==> config.mk <==
export PLATFORM = sky130hd
export DESIGN_NAME = instr_seq_ctrl
export DESIGN_NICKNAME = d
export VERILOG_FILES = /design/src/rtl/instr_seq_ctrl.sv
export SDC_FILE = /design/constraint.sdc
export NUM_CORES = 1
export LEC_CHECK = 0
export CAP_MARGIN = 0
export CORE_ASPECT_RATIO = 0.9
export CORE_MARGIN = 2
export CORE_UTILIZATION = 46
export CTS_CLUSTER_DIAMETER = 150
export DETAILED_ROUTE_END_ITERATION = 8
export HOLD_SLACK_MARGIN = 0.06
export PLACE_DENSITY_LB_ADDON = 0.3
export SYNTH_ARGS = -nofsm -noshare
export SYNTH_HDL_FRONTEND = slang
export SYNTH_SLANG_ARGS = --single-unit
==> constraint.sdc <==
create_clock -name clk -period 2.6 [get_ports clk]
set_clock_uncertainty 0.2 [all_clocks]
set_input_delay 0.78 -clock clk [delete_from_list [all_inputs] [get_ports clk]]
set_output_delay 0.78 -clock clk [all_outputs]
set_load 0.05 [all_outputs]
==> src/rtl/instr_seq_ctrl.sv <==
// Multi-cycle fetch/decode/execute sequencer: fetches instructions, strobes the
// datapath and data memory, resolves jumps/branches from datapath flags, keeps the PC.
module instr_seq_ctrl #(
  parameter int          PC_W       = 5,
  parameter int          IW         = 32,
  parameter int          EXEC_DELAY = 4,
  parameter logic [4:0]  HALT_OP    = 5'b11011
) (
  input  logic            clk,
  input  logic            sys_rst,
  input  logic            start,
  output logic            imem_rd,
  output logic [PC_W-1:0] imem_addr,
  input  logic [IW-1:0]   imem_rdata,
  input  logic            imem_ready,
  output logic [IW-1:0]   ir,
  output logic [PC_W-1:0] pc,
  output logic            exec_en,
  output logic            dm_wr_en,
  output logic            dm_rd_en,
  input  logic            flag_c,
  input  logic            flag_s,
  input  logic            flag_z,
  input  logic            flag_v,
  output logic            illegal,
  output logic            busy,
  output logic            halted
);

  localparam int              CNT_W    = (EXEC_DELAY > 1) ? $clog2(EXEC_DELAY) : 1;
  localparam logic [CNT_W-1:0] CNT_LAST = CNT_W'(EXEC_DELAY - 1);
  localparam logic [CNT_W-1:0] CNT_ONE  = CNT_W'(1);
  localparam logic [PC_W-1:0]  PC_ONE   = PC_W'(1);

  typedef enum logic [2:0] {
    S_IDLE, S_FETCH, S_DECODE, S_EXEC, S_WAIT, S_NEXT, S_HALT
  } state_t;

  state_t           state_q, state_d;
  logic [PC_W-1:0]  pc_q, pc_d;
  logic [IW-1:0]    ir_q;
  logic [CNT_W-1:0] cnt_q;
  logic [4:0]       opcode;

  function automatic logic op_undef(input logic [4:0] op);
    return (op == 5'b01100) || (op == 5'b10000) || (op[4:2] == 3'b111);
  endfunction

  function automatic logic op_dm_wr(input logic [4:0] op);
    return (op == 5'b01101) || (op == 5'b01110);
  endfunction

  function automatic logic op_dm_rd(input logic [4:0] op);
    return (op == 5'b01111) || (op == 5'b10001);
  endfunction

  // Non-branch opcodes fall to the default and never redirect the PC.
  function automatic logic branch_taken(input logic [4:0] op, input logic c,
                                        input logic s, input logic z, input logic v);
    case (op)
      5'b10010: return 1'b1;
      5'b10011: return c;
      5'b10100: return ~c;
      5'b10101: return s;
      5'b10110: return ~s;
      5'b10111: return z;
      5'b11000: return ~z;
      5'b11001: return v;
      5'b11010: return ~v;
      default:  return 1'b0;
    endcase
  endfunction

  assign opcode    = ir_q[IW-1 -: 5];
  assign ir        = ir_q;
  assign pc        = pc_q;
  assign imem_addr = pc_q;

  always_ff @(posedge clk or posedge sys_rst) begin
    if (sys_rst) begin
      state_q <= S_IDLE;
      pc_q    <= '0;
      ir_q    <= '0;
      cnt_q   <= '0;
    end else begin
      state_q <= state_d;
      if (state_q == S_FETCH && imem_ready) ir_q <= imem_rdata;
      if (state_q == S_EXEC)                cnt_q <= '0;
      else if (state_q == S_WAIT)           cnt_q <= cnt_q + CNT_ONE;
      if (state_q == S_NEXT)                pc_q <= pc_d;
    end
  end

  always_comb begin
    state_d  = state_q;
    pc_d     = pc_q;
    imem_rd  = 1'b0;
    exec_en  = 1'b0;
    dm_wr_en = 1'b0;
    dm_rd_en = 1'b0;
    illegal  = 1'b0;
    busy     = 1'b1;
    halted   = 1'b0;
    case (state_q)
      S_IDLE: begin
        busy = 1'b0;
        if (start) state_d = S_FETCH;
      end
      S_FETCH: begin
        imem_rd = 1'b1;
        if (imem_ready) state_d = S_DECODE;
      end
      S_DECODE: begin
        if (opcode == HALT_OP) begin
          state_d = S_HALT;
        end else if (op_undef(opcode)) begin
          illegal = 1'b1;
          state_d = S_NEXT;
        end else begin
          state_d = S_EXEC;
        end
      end
      S_EXEC: begin
        exec_en  = 1'b1;
        dm_wr_en = op_dm_wr(opcode);
        dm_rd_en = op_dm_rd(opcode);
        state_d  = S_WAIT;
      end
      S_WAIT: begin
        if (cnt_q == CNT_LAST) state_d = S_NEXT;
      end
      S_NEXT: begin
        pc_d    = branch_taken(opcode, flag_c, flag_s, flag_z, flag_v) ?
                  ir_q[PC_W-1:0] : pc_q + PC_ONE;
        state_d = S_FETCH;
      end
      S_HALT: begin
        busy   = 1'b0;
        halted = 1'b1;
      end
      default: state_d = S_IDLE;
    endcase
  end

endmodule

[After elaboration in Yosys (flattened, before gate mapping)]
Cells that the tools add are included.
Storage, ports and cells
  register bits after elaboration: 42
  input bits: 40
  output and inout bits: 49
  logic and storage cells: 67
Cells by class
  add/sub/neg operators: 2
  equality and inequality tests: 27
  multiplexer cells: 20
  bitwise operators: 5
  reductions and logical operators: 9
Operator list (count)
  5-bit equality test, second input constant: 12
  3-bit case mux with 7 select lines: 1
  5-bit by 4-bit equality test with 1-bit output, second input constant: 4
  3-bit two-way mux: 5
  3-bit equality test, second input constant: 4
  1-bit two-way mux: 10
  1-bit case mux with 9 select lines: 1
  3-bit by 2-bit equality test with 1-bit output, second input constant: 2
  5-bit by 1-bit adder with 5-bit output, second input constant: 1
  5-bit two-way mux: 1
  1-bit NOT: 5
  1-bit logical OR: 4
  2-bit two-way mux: 2
  2-bit inequality test, second input constant: 2
  4-bit AND reduction: 1
  3-bit by 1-bit equality test with 1-bit output, second input constant: 1
  3-bit zero test: 1
  2-bit by 1-bit adder with 2-bit output, second input constant: 1
  2-bit equality test, second input constant: 1
  2-bit by 1-bit inequality test with 1-bit output, second input constant: 1
  2-bit nonzero test: 1
  2-bit OR reduction: 1
  1-bit logical AND: 1

[Depth between registers and ports, before layout]
Gate-level depths: netlist of the first run.
  depth in word-level cells: 6
  depth in mapped cells: 6
  gate-level depth less buffers: 6

[Worst setup path before layout of the first run]
Ideal clock, no wire load.
  kind: flip-flop to output port
  start: register ir_q[31], in the netlist ir[31]
  end: output port illegal
  arrival: 2.419 ns
  data required time: 1.620 ns
  setup slack: -0.799 ns
  cell stages (with the launch flop): 5
  buffers on the path: 0
  cell sequence: dfrtp_1 > or3b_4 > a21boi_2 > a31oi_1 > nor3_1
On the way
  word-level cells in the longest chain between the ends: 6
  elaborated cells between the ends (all ways): 9
  classes of those cells: eq/ne: 4; mux: 3; reduce/logical: 2
Ends and longest elaborated chain
  from (decl): line 41  | logic [IW-1:0] ir_q;
  from (signal assigned): line 87  | if (state_q == S_FETCH && imem_ready) ir_q <= imem_rdata;
  5-bit by 4-bit equality test with 1-bit output / 5-bit equality test (equally long branches): line 46  | return (op == 5'b01100) || (op == 5'b10000) || (op[4:2] == 3'b111);
  1-bit logical OR (2 in series): line 46
  1-bit two-way mux: line 116  | end else if (op_undef(opcode)) begin
  1-bit two-way mux *: line 114  | if (opcode == HALT_OP) begin
  1-bit two-way mux *: line 104  | case (state_q)
  to (decl): line 25  | output logic illegal,
Mark *: on every way between the ends. The rest lies on a longest branch, timed or not.

[Worst setup path in the final report of the first run]
  start: register ir_q[30], in the netlist ir[30]
  end: output port illegal
The elaborated chain is that of the path after synthesis.

==> results of run 1 <==
## power by group
group	total, mW	switching, mW	leakage [nW]	internal (mW)
Clock	0.510	0.227	0.0579	0.283
Sequential	1.21	0.233	0.489	0.977
Combinational	3.16	1.93	0.879	1.23
## worst reg2reg max path: cells and delay by family (launching register included)
family,cells,cell delay (ns)
AOI/OAI and AO/OA,3,0.58
buffers and inverters,1,0.16
DFF,1,0.40
and+or+nand+nor,2,0.36
## Yosys cell counts, drive strengths merged (2+ instances only)
master / n / area (um2)
a221oi: 2 / 17.5
o211ai: 7 / 57.6
or3: 5 / 31.3
inv: 8 / 30.0
a21oi: 6 / 33.8
nand3: 5 / 42.5
nand3b: 3 / 22.5
and3: 3 / 18.8
mux2: 30 / 338
nand2b: 4 / 25.0
nand2: 19 / 71.3
buf: 12 / 95.1
dfrtp: 42 / 1050
nor2: 11 / 48.8
a211o: 4 / 35.0
ha: 2 / 25.0
o21ai: 8 / 40.0
## stage by stage
| step | power [mW] | instance area [um2] |
|---|---|---|
| after floorplan | 3.38 | 2140 |
| after global placement | 4.29 | 3120 |
| after detailed placement | 4.34 | 3120 |
| after CTS | 4.90 | 3260 |
| after global routing | 5.15 | 3290 |
| final | 4.88 | 3290 |
## repair_timing
action / in CTS / in global routing
pin swaps: 3 / 1
setup buffers: 3 / 0
cloned: 0 / 0
gates resized for setup: 1 / 12
setup endpoints to repair: 2 / 12
## layer usage
| layer | up-vias | GRT usage | wire length, um |
|---|---|---|---|
| met5 | - | 0 | 0 |
| met4 | 0 | 0.0724 | 45 |
| met3 | 5 | 0.0814 | 445 |
| met2 | 65 | 0.295 | 2250 |
| met1 | 820 | 0.248 | 2020 |
| li1 | 833 | - | - |
## kinds of logic after synthesis
group | count (synthesis) | share of synthesized area
XOR/XNOR | 1 | 0.00412
flip-flops | 42 | 0.494
multiplexers | 31 | 0.164
adder cells (fa/ha/maj) | 2 | 0.0118
buffers and inverters | 21 | 0.0653
AND/OR/NAND/NOR | 55 | 0.139
AO/OA/AOI/OAI | 34 | 0.122
## final cells by class
type,instances,area (um2)
tap,62,77.6
sequential,42,1060
fill,303,1170
multi-input combinational,123,962
timing repair buffer,98,1060
clock buffer,5,68.8
inverter,8,30.0
clock inverter,3,40.0
## state kept, by name, summed over array words and instances, names as in the netlist
| name | flops |
|---|---|
| ir | 32 |
| imem_addr | 5 |
| state_q | 3 |
| cnt_q | 2 |
## worst paths after layout
| check | from | to | slack, ns |
|---|---|---|---|
| worst min register to register | ir[20]$_DFFE_PP0P_ | ir[20]$_DFFE_PP0P_ | 0.31 |
| worst min-delay path | ir[20]$_DFFE_PP0P_ | ir[20]$_DFFE_PP0P_ | 0.31 |
| worst max register to register | ir[29]$_DFFE_PP0P_ | imem_addr[1]$_DFFE_PP0N_ | 0.78 |
| worst max-delay path | ir[30]$_DFFE_PP0P_ | illegal | -0.09 |
| max in group asynchronous | sys_rst | state_q[1]$_DFFE_PP0P_ | 1.08 |
| min in group asynchronous | sys_rst | ir[8]$_DFFE_PP0P_ | 0.73 |
==> metrics.log, run 1 <==
INFO  metric run_status = finished, violations left
INFO  metric violations_in_the_final_reports = negative setup slack
INFO  metric worst_ep_required_time = 1.62 ns
INFO  metric cap_viol_max_count = 0
INFO  metric rr_worst_depth = 6
INFO  metric tns = -0.0872 ns
INFO  metric place_inst = between 300 and 400
INFO  metric die_width = roughly 76 um
INFO  metric post_synth_num_cell_types = roughly 40
INFO  metric place_congestion = around 0.8
INFO  metric cts_root_buffer = sky130_fd_sc_hd__clkbuf_8
INFO  metric yosys_warnings = 0
INFO  metric post-route-drc-count = 0
INFO  metric routedWlPerCell = 14.0 um
INFO  metric setup_viol_count_final = 1
INFO  metric dr.pass1.iters = 4
INFO  metric synth_edf_count = 0
INFO  metric slowest_delay = ~0.41 ns
INFO  metric worstPathCellList = or3b_4 > a21boi_2 > a31oi_4 > nor3_4 > buf_12
INFO  metric row_count = 23
INFO  metric fmaxAchievable = roughly 370 MHz
INFO  metric timing.final.crit_share = 1.03
INFO  metric irDropWorstVdd = approximately 0.0009 V
INFO  metric hold_path_depth = 1
INFO  metric grt_overflow = 0
INFO  metric flow.area_growth_from_synthesis = 54.9%
INFO  metric antenna_cell_count = 0
INFO  metric first_global_vias = between 1500 and 2000
INFO  metric dp_slack = between 0.06 and 0.07 ns
INFO  metric critical_path.endpoint_type = output pin
INFO  metric timing_worst_slew_pin_value = about 0.53 ns
INFO  metric initial_antenna_violation_count = 0
INFO  metric die_area = 5180 um2
INFO  metric routed_via_density = around 5
INFO  metric design.final.nets = 320
INFO  metric critical_path.max_fanout = 3
INFO  metric clkTransAtPathRegs = ~0.080 ns
INFO  metric fp.dieH = 68.5 um
INFO  metric layout_commonest_cell = sky130_fd_sc_hd__clkdlybuf4s50_1
INFO  metric crit_slowest_cell = sky130_fd_sc_hd__dfrtp_2
INFO  metric synth_ff_type = sky130_fd_sc_hd__dfrtp_1
INFO  metric yosysSeqAreaShare = 0.494
INFO  metric timing.setup.critical_path_class = register to output pin
INFO  metric cts_buffers = 5
INFO  metric drive_above_1_share = 0.262
INFO  metric hold_viol_final = 0
INFO  metric grt_first_pass_wirelength = around 7500 um
INFO  metric max-slew-margin-rel = 0.644
INFO  metric synthesis.nets = roughly 230
INFO  metric grt_usage = 0.194
INFO  metric post-route-util = 0.738
INFO  metric path_delay_family = simple AND/OR/NAND/NOR gates
INFO  metric worst_ep_arrival_time = about 1.7 ns
INFO  metric layout.cells.most_common_list = sky130_fd_sc_hd__clkdlybuf4s50_1, sky130_fd_sc_hd__dfrtp_1, sky130_fd_sc_hd__mux2_2
INFO  metric tritoncts_clock_tree = done
INFO  metric worst-path-buf-inv = 1
INFO  metric clock_path_buffers = 2
INFO  metric ioPinCount = 89
INFO  metric power_leakage = approximately 1.4 nW
INFO  metric async_flop_share = 1.00
INFO  metric post_synth_instance_area = between 2000 and 2500 um2
INFO  metric syn-instance-count = 186
INFO  metric slew_viol_final = 0
INFO  metric dp_hpwl = 3550 um
INFO  metric postLayoutSetupSlackWorst = -0.0872 ns
INFO  metric drtIter0Drc = around 120
INFO  metric worst_hold_slack = between 0.3 and 0.4 ns
INFO  metric clkSinkCount = 42
INFO  metric avgSynthCellArea = 11.4 um2
INFO  metric worstHoldPathType = register to register
INFO  metric power_per_cell_area = around 1500 nW/um2
INFO  metric number_of_hold_buffers_added_after_cts = 0
INFO  metric cts-htree-levels = 2
INFO  metric min_period = 2.69 ns
INFO  metric clock_latency_of_the_later_clocked_register_in_the_worst_skew_pair = 0.29 ns
INFO  metric worst-path-stages = 5
INFO  metric detail_route.wirelength = 4760 um
INFO  metric grt_setup_unrepaired = true
INFO  metric grt_max_degree = 43
INFO  metric floorplan.initialDensity = 0.477
INFO  metric ys_ff_latch = 42
INFO  metric finished_layout_cells = ~340
INFO  metric port-buffer-count = slightly below 90
INFO  metric drtAntennaViolNets = 0
INFO  metric timing.critical_path.from_type = register
INFO  metric placeableCoreArea = around 4500 um2
INFO  metric dr_total_vias = about 1700
Power figures use the tool's default switching activity.
==> inputs of run 2 (changes only) <==
--- a/config.mk
+++ b/config.mk
@@ -13,6 +13,8 @@
 export DETAILED_ROUTE_END_ITERATION = 8
 export HOLD_SLACK_MARGIN = 0.06
 export PLACE_DENSITY_LB_ADDON = 0.3
+export SKIP_CTS_REPAIR_TIMING = 1
+export SLEW_MARGIN = 30
 export SYNTH_ARGS = -nofsm -noshare
 export SYNTH_HDL_FRONTEND = slang
 export SYNTH_SLANG_ARGS = --single-unit
==> run 2 against run 1 <==
The flow still finishes with violations (negative setup slack); sequential share of layout area is 0.061 points lower; final area is 0.19% higher; via count is 1.6% higher; die area stayed put; non-clock buffer count is 2 higher; critical path depth stayed put; global-route usage is 0.25 points lower; count of clock-buffer cells in the layout stayed put; first-iteration DRC count is 8.3% higher; power is 0.19% higher; register-to-register slack hardly changed; sequential power hardly changed; critical endpoint unchanged; largest power group unchanged.
==> metrics.log, run 2 (same netlist as run 1, synthesis figures left out) <==
INFO  metric grt_usage = 0.192 (-0.00248)
INFO  metric worst_ep_required_time = 1.62 ns (about the same)
INFO  metric dp_hpwl = 3550 um (unchanged)
INFO  metric violations_in_the_final_reports = negative setup slack
INFO  metric timing.final.crit_share = 1.05 (+0.0137)
INFO  metric place_congestion = 0.801 (unchanged)
INFO  metric first_global_vias = 1647 (-0.30%)
INFO  metric placeableCoreArea = 4460 um2 (unchanged)
INFO  metric timing.critical_path.from_type = register
INFO  metric crit_slowest_cell = sky130_fd_sc_hd__dfrtp_2
INFO  metric power_leakage = 1.43 nW (+0.58%)
INFO  metric setup_viol_count_final = 2 (+1)
INFO  metric critical_path.endpoint_type = output pin
INFO  metric clkTransAtPathRegs = 0.08 ns (about the same)
INFO  metric cts_root_buffer = sky130_fd_sc_hd__clkbuf_8
INFO  metric r2r_slack = 0.77 ns (about the same)
INFO  metric flow.area_growth_from_synthesis = 55.1%
INFO  metric max-slew-margin-rel = 0.643 (about the same)
INFO  metric die_area = 5180 um2 (unchanged)
INFO  metric ioPinCount = 89 (unchanged)
INFO  metric antenna_cell_count = 0 (unchanged)
INFO  metric worst_ep_arrival_time = 1.74 ns (+0.03 ns)
INFO  metric tritoncts_clock_tree = done
INFO  metric fmaxAchievable = 367 MHz (-1.3%)
INFO  metric layout.cells.most_common_list = sky130_fd_sc_hd__clkdlybuf4s50_1, sky130_fd_sc_hd__dfrtp_1, sky130_fd_sc_hd__mux2_2
INFO  metric finish.instance_area = 3300 um2 (+0.19%)
INFO  metric routed_via_density = 5.10 (+0.97%)
INFO  metric rr_worst_depth = 5 (-1)
INFO  metric critical_path.max_fanout = 5 (+2)
INFO  metric grt_setup_unrepaired = true
INFO  metric layout_commonest_cell = sky130_fd_sc_hd__clkdlybuf4s50_1
INFO  metric dr_total_vias = 1750 (+1.6%)
INFO  metric slew_viol_final = 0 (unchanged)
INFO  metric clock_path_buffers = 2 (unchanged)
INFO  metric run_status = finished, violations left
INFO  metric irDropWorstVdd = 0.000906 V (-0.17%)
INFO  metric slowest_delay = 0.44 ns (+0.03 ns)
INFO  metric min_period = 2.72 ns (+0.0357 ns)
INFO  metric timing.setup.critical_path_class = register to output pin
INFO  metric routedWlPerCell = 13.9 um (-0.27%)
INFO  metric timing_worst_slew_pin_value = 0.535 ns (+0.000111 ns)
INFO  metric postLayoutSetupSlackWorst = -0.123 ns (-0.0357 ns)
INFO  metric post-route-drc-count = 0 (unchanged)
INFO  metric largest_reg_flops = 32 (unchanged)
INFO  metric design.final.nets = 322 (+0.63%)
INFO  metric tns = -0.149 ns (-0.0621 ns)
INFO  metric hold_viol_final = 0 (unchanged)
INFO  metric endpoint_worst_hold = ir[20]$_DFFE_PP0P_
INFO  metric min_from = ir[20]$_DFFE_PP0P_
INFO  metric grt_overflow = 0 (unchanged)
INFO  metric cts_buffers = 5 (unchanged)
INFO  metric placed_area = 3120 um2 (unchanged)
INFO  metric drive_above_1_share = 0.267 (+0.00526)
INFO  metric path_delay_family = simple AND/OR/NAND/NOR gates
INFO  metric worstPathCellList = or3b_4 > a21boi_2 > a31oi_2 > nor3_4 > buf_12
INFO  metric total_power = 4.89 mW (+0.19%)
INFO  metric cap_viol_max_count = 0 (unchanged)
INFO  metric port-buffer-count = 88 (unchanged)
INFO  metric row_count = 23 (unchanged)
INFO  metric hold_path_depth = 1 (unchanged)
INFO  metric grt_max_degree = 43 (unchanged)
INFO  metric fp.dieH = 68.5 um (unchanged)
INFO  metric floorplan.initialDensity = 0.477 (unchanged)
INFO  metric power_per_cell_area = 1480 nW/um2 (about the same)
INFO  metric dr.pass1.iters = 4 (unchanged)
INFO  metric drtAntennaViolNets = 0 (unchanged)
INFO  metric r2r-start = ir[30]$_DFFE_PP0P_
INFO  metric clock_latency_of_the_later_clocked_register_in_the_worst_skew_pair = 0.29 ns (about the same)
INFO  metric drtIter0Drc = 131 (+8.3%)
INFO  metric detail_route.wirelength = 4780 um (+0.31%)
INFO  metric die_width = 75.7 um (unchanged)
INFO  metric cts-htree-levels = 2 (unchanged)
INFO  metric initial_antenna_violation_count = 0 (unchanged)
INFO  metric endpoint_of_the_worst_register_to_register_path = imem_addr[1]$_DFFE_PP0N_
INFO  metric worst-path-buf-inv = 1 (unchanged)
INFO  metric worstHoldPathType = register to register
INFO  metric grt_first_pass_wirelength = 7410 um (-0.64%)
INFO  metric clkSinkCount = 42 (unchanged)
-- run 2: cell count changes in the layout (fill, tap and decap cells not counted), sizes merged --
cell	before	now
buf	19	21
-- run 2: layout make-up --
type	count	area (um2)
multi-input combinational	123	953
clock inverter	3	40.0
fill	303	1160
clock buffer	5	68.8
timing repair buffer	100	1070
sequential	42	1060
tap	62	77.6
inverter	8	30.0
-- run 2: power breakdown --
| group | leakage [nW] | internal [mW] | total (mW) | switching, mW |
|---|---|---|---|---|
| clock | 0.0579 | 0.283 | 0.511 | 0.228 |
| combinational | 0.887 | 1.24 | 3.16 | 1.92 |
| sequential | 0.489 | 0.978 | 1.22 | 0.245 |
-- run 2: stage by stage --
stage	util	cells	worst slack [ns]	hold WS, ns
3_5_place_dp	0.700	330	0.0621	0.296
3_3_place_gp	0.700	330	0.102	0.289
2_1_floorplan	-	186	-0.0808	0.289
6_report	0.739	343	-0.123	0.311
4_1_cts	0.724	338	-0.219	0.315
5_1_grt	0.739	343	-0.178	0.327
-- run 2: worst max-delay path by stage --
stage,start,endpoint,slack [ns],depth (start not counted)
after CTS,ir[29]$_DFFE_PP0P_,illegal,-0.22,5
after detailed placement,flag_c,imem_addr[1]$_DFFE_PP0N_,0.06,6
after global placement,flag_c,imem_addr[1]$_DFFE_PP0N_,0.10,6
after floorplan,ir[31]$_DFFE_PP0P_,illegal,-0.08,4
final,ir[30]$_DFFE_PP0P_,illegal,-0.12,5
after global routing,ir[30]$_DFFE_PP0P_,illegal,-0.18,5
-- run 2: routing by layer --
metal  global-route usage  vias to the layer above  share of wire
met5                    0                        -              0
met4               0.0658                        0         0.0094
met3               0.0814                        5          0.091
met2                0.295                       71           0.47
met1                0.244                      830           0.43
li1                     -                      844              -
